`config.mk`:
```
export PLATFORM = sky130hd
export DESIGN_NAME = sensor_conditioner
export DESIGN_NICKNAME = d
export VERILOG_FILES = /design/src/rtl/sensor_pkg.sv /design/src/rtl/sensor_channel.sv /design/src/rtl/sensor_conditioner.sv
export SDC_FILE = /design/constraint.sdc
export NUM_CORES = 1
export LEC_CHECK = 0
export CAP_MARGIN = 40
export CORE_MARGIN = 1
export CORE_UTILIZATION = 64
export CTS_CLUSTER_DIAMETER = 80
export CTS_CLUSTER_SIZE = 40
export DETAILED_ROUTE_END_ITERATION = 7
export HOLD_SLACK_MARGIN = 0.12
export PLACE_DENSITY = 0.83
export SLEW_MARGIN = 20
export SYNTH_ARGS = -nofsm -noshare
export SYNTH_HDL_FRONTEND = slang
export SYNTH_SLANG_ARGS = --single-unit
export TNS_END_PERCENT = 50
```
`constraint.sdc`:
```
create_clock -name clk -period 6.3 [get_ports clk]
set_clock_uncertainty 0.2 [all_clocks]
set_input_delay 1.89 -clock clk [delete_from_list [all_inputs] [get_ports clk]]
set_output_delay 1.89 -clock clk [all_outputs]
set_load 0.1 [all_outputs]
```
`src/rtl/sensor_pkg.sv`:
```
`default_nettype none
// ============================================================================
// Module      : sensor_pkg
// Description : Shared state encoding, default timing constants and sizing
//               helper for the vehicle-detector conditioning channels.
// Revision    : 1.0 - initial release
// ============================================================================
package sensor_pkg;

    typedef enum logic [2:0] {
        IDLE   = 3'd0,
        QUAL   = 3'd1,
        ACTIVE = 3'd2,
        HOLD   = 3'd3,
        FAULT  = 3'd4
    } sensor_state_t;

    localparam int unsigned c_DEBOUNCE_DEFAULT = 4;
    localparam int unsigned c_HOLD_DEFAULT     = 8;
    localparam int unsigned c_STUCK_DEFAULT    = 1024;

    function automatic int unsigned max3(input int unsigned x,
                                         input int unsigned y,
                                         input int unsigned z);
        int unsigned m;
        m = (x > y) ? x : y;
        return (m > z) ? m : z;
    endfunction

endpackage
`default_nettype wire

```
`src/rtl/sensor_channel.sv`:
```
`default_nettype none
// ============================================================================
// Module      : sensor_channel
// Description : One detector channel: two-flop synchroniser, debounce / hold /
//               stuck-detector FSM with a shared counter, registered outputs.
// Revision    : 1.0 - initial release
// ============================================================================
module sensor_channel
    import sensor_pkg::*;
#(
    parameter int unsigned DEBOUNCE_CYCLES = c_DEBOUNCE_DEFAULT,
    parameter int unsigned HOLD_CYCLES     = c_HOLD_DEFAULT,
    parameter int unsigned STUCK_CYCLES    = c_STUCK_DEFAULT
) (
    input  logic clk,
    input  logic reset,
    input  logic raw,
    output logic det,
    output logic fault
);

    localparam int unsigned c_CNT_W =
        $clog2(max3(DEBOUNCE_CYCLES, HOLD_CYCLES, STUCK_CYCLES)) + 1;

    localparam logic [c_CNT_W-1:0] c_ONE      = c_CNT_W'(1);
    localparam logic [c_CNT_W-1:0] c_DEB_LAST = c_CNT_W'(DEBOUNCE_CYCLES - 1);
    localparam logic [c_CNT_W-1:0] c_HLD_LAST = c_CNT_W'(HOLD_CYCLES - 1);
    // ACTIVE is entered with cnt=1, so the fault fires once the channel has
    // spent a full STUCK_CYCLES cycles in ACTIVE with the input still high.
    localparam logic [c_CNT_W-1:0] c_STK_LAST = c_CNT_W'(STUCK_CYCLES);

    logic                s1_q;
    logic                s_q;
    sensor_state_t       state_q;
    sensor_state_t       state_d;
    logic [c_CNT_W-1:0]  cnt_q;
    logic [c_CNT_W-1:0]  cnt_d;

    always_ff @(posedge clk) begin
        if (!reset) begin
            s1_q    <= 1'b0;
            s_q     <= 1'b0;
            state_q <= IDLE;
            cnt_q   <= '0;
        end else begin
            s1_q    <= raw;
            s_q     <= s1_q;
            state_q <= state_d;
            cnt_q   <= cnt_d;
        end
    end

    always_comb begin
        state_d = state_q;
        cnt_d   = cnt_q;
        case (state_q)
            IDLE: begin
                if (s_q) begin
                    state_d = QUAL;
                    cnt_d   = c_ONE;
                end
            end
            QUAL: begin
                if (!s_q) begin
                    state_d = IDLE;
                    cnt_d   = '0;
                end else if (cnt_q == c_DEB_LAST) begin
                    state_d = ACTIVE;
                    cnt_d   = c_ONE;
                end else begin
                    cnt_d   = cnt_q + c_ONE;
                end
            end
            ACTIVE: begin
                if (!s_q) begin
                    state_d = HOLD;
                    cnt_d   = c_ONE;
                end else if (cnt_q == c_STK_LAST) begin
                    state_d = FAULT;
                end else begin
                    cnt_d   = cnt_q + c_ONE;
                end
            end
            HOLD: begin
                // A retrigger restarts the stuck count from scratch.
                if (s_q) begin
                    state_d = ACTIVE;
                    cnt_d   = c_ONE;
                end else if (cnt_q == c_HLD_LAST) begin
                    state_d = IDLE;
                    cnt_d   = '0;
                end else begin
                    cnt_d   = cnt_q + c_ONE;
                end
            end
            FAULT: begin
                state_d = FAULT;
            end
            default: begin
                state_d = IDLE;
                cnt_d   = '0;
            end
        endcase
    end

    assign det   = (state_q == ACTIVE) || (state_q == HOLD) || (state_q == FAULT);
    assign fault = (state_q == FAULT);

endmodule
`default_nettype wire

```
`src/rtl/sensor_conditioner.sv`:
```
`default_nettype none
// ============================================================================
// Module      : sensor_conditioner
// Description : Two independent detector channels producing the clean a/b
//               traffic-present inputs of controllerFSM plus stuck flags.
// Revision    : 1.0 - initial release
// ============================================================================
module sensor_conditioner
    import sensor_pkg::*;
#(
    parameter int unsigned DEBOUNCE_CYCLES = c_DEBOUNCE_DEFAULT,
    parameter int unsigned HOLD_CYCLES     = c_HOLD_DEFAULT,
    parameter int unsigned STUCK_CYCLES    = c_STUCK_DEFAULT
) (
    input  logic clk,
    input  logic reset,
    input  logic raw_a,
    input  logic raw_b,
    output logic a,
    output logic b,
    output logic fault_a,
    output logic fault_b
);

    sensor_channel #(
        .DEBOUNCE_CYCLES (DEBOUNCE_CYCLES),
        .HOLD_CYCLES     (HOLD_CYCLES),
        .STUCK_CYCLES    (STUCK_CYCLES)
    ) u_chan_a (
        .clk   (clk),
        .reset (reset),
        .raw   (raw_a),
        .det   (a),
        .fault (fault_a)
    );

    sensor_channel #(
        .DEBOUNCE_CYCLES (DEBOUNCE_CYCLES),
        .HOLD_CYCLES     (HOLD_CYCLES),
        .STUCK_CYCLES    (STUCK_CYCLES)
    ) u_chan_b (
        .clk   (clk),
        .reset (reset),
        .raw   (raw_b),
        .det   (b),
        .fault (fault_b)
    );

endmodule
`default_nettype wire

```
After elaboration in Yosys (flattened, before gate mapping)
Cells that the tools add are included.
- output and inout port bits: 4
- input bits: 4
- register bits after elaboration: 32
- bitwise logic cells: 2
- reduce and logical (&&, ||, !) cells: 10
- mux-type cells: 32
- $add $sub $neg: 2
- equality and inequality tests: 24
- operator list (cell ; count):
    2-to-1 mux 11 bit ; 14
    case mux 11 bit (5 select lines) ; 2
    2-to-1 mux 3 bit ; 14
    case mux 3 bit (5 select lines) ; 2
    adder 11 x 1 -> 11 bit (second input constant) ; 2
    equality test 11 bit (second input constant) ; 2
    equality test 11 x 2 -> 1 bit (second input constant) ; 2
    equality test 11 x 3 -> 1 bit (second input constant) ; 2
    inequality test 3 bit (second input constant) ; 6
    equality test 3 x 2 -> 1 bit (second input constant) ; 4
    AND reduction 4 bit ; 2
    equality test 3 x 1 -> 1 bit (second input constant) ; 2
    equality test 3 bit (second input constant) ; 2
    zero test 3 bit ; 2
    inequality test 3 x 1 -> 1 bit (second input constant) ; 2
    AND reduction 3 bit ; 2
    logical OR 1 bit ; 4
    inequality test 2 x 1 -> 1 bit (second input constant) ; 2
    inverter 1 bit ; 2

Longest topological paths before layout
- depth in word-level cells: 4
- gate-level depth with buffers: 7
- mapped depth without buffers: 7

Hierarchy
Synthesis repeated with hierarchy kept, for this count alone.
- cells, all modules: 235
- area total of the unflattened synthesis: 1971.9 sq um
- by module, submodules not included (module ; seq. area each (sq um) ; cells an instance ; times used ; area each (sq um)):
    sensor_channel (u_chan_b) ; 320.3 ; 120 ; 1 ; 994.7
    sensor_channel (u_chan_a) ; 320.3 ; 115 ; 1 ; 977.2

Worst setup path before layout
No wires, ideal clock.
- path type: register -> output
- start: register u_chan_a.state_q[0]
- end: output a
- cell stages (with the launch flop): 4
- buffers on the path: 1
- slack: 0.376 ns
- arrival: 3.834 ns
- path through: dfxtp_1 -> clkbuf_1 -> nor3b_1 -> o21bai_1
- elaborated cells on any way between the ends: 5
- classes of those cells: 3 x eq/ne; 2 x reduce/logical
- RTL lines (item ; RTL line ; text):
    from (decl) ; sensor_channel.sv:34 ; sensor_state_t state_q;
    from (signal assigned) ; sensor_channel.sv:48 ; state_q <= state_d;
    equality test 3 bit ; -- ;
    net fault_a ; sensor_conditioner.sv:21 ; output logic fault_a,
    logical OR 1 bit ; sensor_channel.sv:106 ; assign det = (state_q == ACTIVE) || (state_q == HOLD) || (state_q == FAULT);
    to (decl) ; sensor_conditioner.sv:19 ; output logic a,
The timed path passes the listed nets, and every way through them passes these cells.

Worst setup path after layout
- start: register u_chan_a.state_q[1]
- end: output a
- word-level cells in the longest chain between the ends: 3
- elaborated cells on any way between the ends: 5
- classes of those cells: 3 x eq/ne; 2 x reduce/logical
- RTL lines (item ; RTL line):
    equality test 3 x 2 -> 1 bit ; sensor_channel.sv:106
    logical OR 1 bit ; sensor_channel.sv:106
    logical OR 1 bit * ; sensor_channel.sv:106
Every way passes the cells marked *; elsewhere a longest branch is shown, timed or not.

==> reports/results.ini <==
[status]
status=finished, violations left
violations=design-rule violations

[die]
die_y_um=57.3
design.core.area_mm2=0.00283
die-area_mm2=0.00328
start_util_pct=69.1
io_pins=8
row_count=19
die_w_um=57.3

[clock_network]
cts_buffer_depth=2
cts_buffers=5
tritoncts=built
clkTransAtPathRegs_ps=100
cts.hold.buffers_added=0
insertion_delay_ps=340
clock_sinks=32
post_cts_buffers=0
cts_max_level=2
cts_root_buffer=clkbuf_4
cts_resized=0

[timing]
tightest_slew_ps=885
finalHoldViolCount=0
max_freq_ghz=0.236
report.final.slew_viol_count=0
fin_tns_setup_ps=0
final-setup-viol-count=0
fin_crit_ps=4240
rsz0062_at_grt=no
maxSlewHeadroom_pct=41.0
hold_ws_ps=253
final.period_utilization_pct=67.2

[finish]
layout.nets=251
drive_above_1_share_pct=10.2
num-fill-cells=216
multi_input_area_mm2=0.00125
num_antenna_cells=0
seqCellArea_um2=641
syn_to_final_growth_pct=10.6
stdcell_area_mm2=0.00216

[detailed_routing]
wl_per_cell_um=16.2
viasPerCell=6.71
ant_nets=0
drt_pass1_iterations=8
drc_errors=5
wl_um=4450
vias=1845
initialDrtViolationCount=133

[grt]
grt.overflow.total=0
grt_pass1_wl_um=7400
grt_max_degree=16
antenna_found_initial=0
grt_pass1_vias=1648
grt_use_total_pct=29.9

[synth]
synth_common_cells=dfxtp_1, nand2_1, nor2_1
synth_top_area_cell=dfxtp_1
ys_types=54
synth-async-reset-ratio_pct=0
yosysSeqAreaShare_pct=32.8
synth_fp_nets=244
synth_edf_count=0
synth_seq_cells=32
synth.area.top_cells=dfxtp_1, nand2_1, and3_1
yosysMostFrequentCell=dfxtp_1
yosysWarnings=0
synth_top_flop_cell=dfxtp_1
avgSynthCellArea_um2=8.29
synth_top_area_share_pct=32.8
netlist_area_mm2=0.00196
netlist_instances=236

[placement]
place.gp.congestion=0.889
postPlaceCellArea_mm2=0.00209
hpwl_um=3000
port_buffers=7

[worst_setup_path]
reg2regPathDepth=5
worst-setup-path-type=flop to primary output
path_max_fanout=12
critPathArrivalTime_ps=2150
cp_cell_sequence=inv_1 > o21bai_1 > clkdlybuf4s50_1 > buf_8
start_kind=flop
crit_path_top_delay_cell=dfxtp_1
slowest_delay_ps=590
crit_required_ps=4210
cp-end-kind=primary output

[power]
power_mw=0.405
leakage_nw=0.836
ir_worst_vdd_mv=0.144
power_density_mw_per_mm2=187

[hold_path]
holdPathStages=1
hold_class=flop to flop

[run]
cap_viol_max_count=0

layout by cell type, fill, tap and decap left out, types with 2 or more instances in the layout:
cell type,Yosys,layout
a2111oi_0,2,2
a211o_1,7,7
a21o_1,2,2
a21oi_1,9,9
a221oi_1,3,3
a2bb2oi_1,2,2
and2_1,6,6
and3_1,12,12
and3b_1,3,3
and4_1,3,3
buf_8,0,4
clkbuf_4,0,5
clkdlybuf4s50_1,0,7
dfxtp_1,32,32
ha_1,4,4
inv_1,8,8
nand2_1,21,21
nand2b_1,5,5
nand3_1,9,9
nand3b_1,3,3
nand4_1,6,6
nor2_1,16,16
nor2b_1,2,2
nor3_1,6,6
nor3b_1,3,3
nor4_1,4,4
nor4b_1,7,7
o21ai_0,5,5
o311ai_2,2,2
o31ai_1,3,3
or2_2,5,5
or3b_2,2,2
or4_1,5,5
xnor2_1,2,2
xor2_1,5,5
layout make-up:
class / instances / area share, %
Timing Repair Buffer: 11 / 6.02
Tap cell: 31 / 1.79
Sequential cell: 32 / 29.6
Clock buffer: 6 / 1.91
Multi-Input combinational cell: 185 / 57.7
Clock inverter: 2 / 1.62
Inverter: 8 / 1.39
sequential cells by signal, indices dropped and copies added (netlist names):
register          cells
u_chan_a.s1_q         1
u_chan_b.s_q          1
u_chan_a.state_q      3
u_chan_b.s1_q         1
u_chan_a.s_q          1
u_chan_b.state_q      3
u_chan_a.cnt_q       11
u_chan_b.cnt_q       11
metal layers:
layer  share of wire, %  routed length, um  global-route usage (%)
met1                 48               2150                    39.1
met2                 45               1990                    45.0
met3                4.2                189                    8.84
met4                2.7                122                    15.0
met5                  0                  0                       0
metrics by stage:
stage	cells	util (%)	setup WS [ps]
floorplan	236	-	376
global placement	263	71.4	1880
detailed placement	267	73.8	2100
CTS	275	76.5	2060
global route	275	76.5	1950
finish	275	76.5	2060
where the power goes:
part	switching [mW]	leakage (nW)	internal, mW
clock network	0.0724	0.0422	0.0831
logic	0.0237	0.535	0.0144
registers	0.00624	0.259	0.205
logic make-up (layout without fill, tap and decap cells):
| logic type | after synthesis | after routing | share of synthesized area, % |
|---|---|---|---|
| AND/OR/NAND/NOR | 124 | 124 | 37.6 |
| AO/OA/AOI/OAI | 49 | 49 | 19.6 |
| flip-flops | 32 | 32 | 32.8 |
| buffers and inverters | 19 | 27 | 3.77 |
| XOR/XNOR | 7 | 7 | 3.14 |
| adder cells (fa/ha/maj) | 4 | 4 | 2.56 |
| multiplexers | 1 | 1 | 0.576 |
final timing paths:
path,start,slack [ps],endpoint
worst max-delay path,u_chan_a.state_q[1],2060,a
worst min-delay path,u_chan_b.s1_q,250,u_chan_b.s_q
worst max register to register,u_chan_b.cnt_q[7],3540,u_chan_b.cnt_q[4]
worst min register to register,u_chan_b.s1_q,250,u_chan_b.s_q
worst max-delay path, delay by kind of cell (launching register included):
family / cells / cell delay [ps]
AOI/OAI and AO/OA: 1 / 230
buffers and inverters: 3 / 980
DFF: 1 / 590
(Power assumes the default switching activity.)
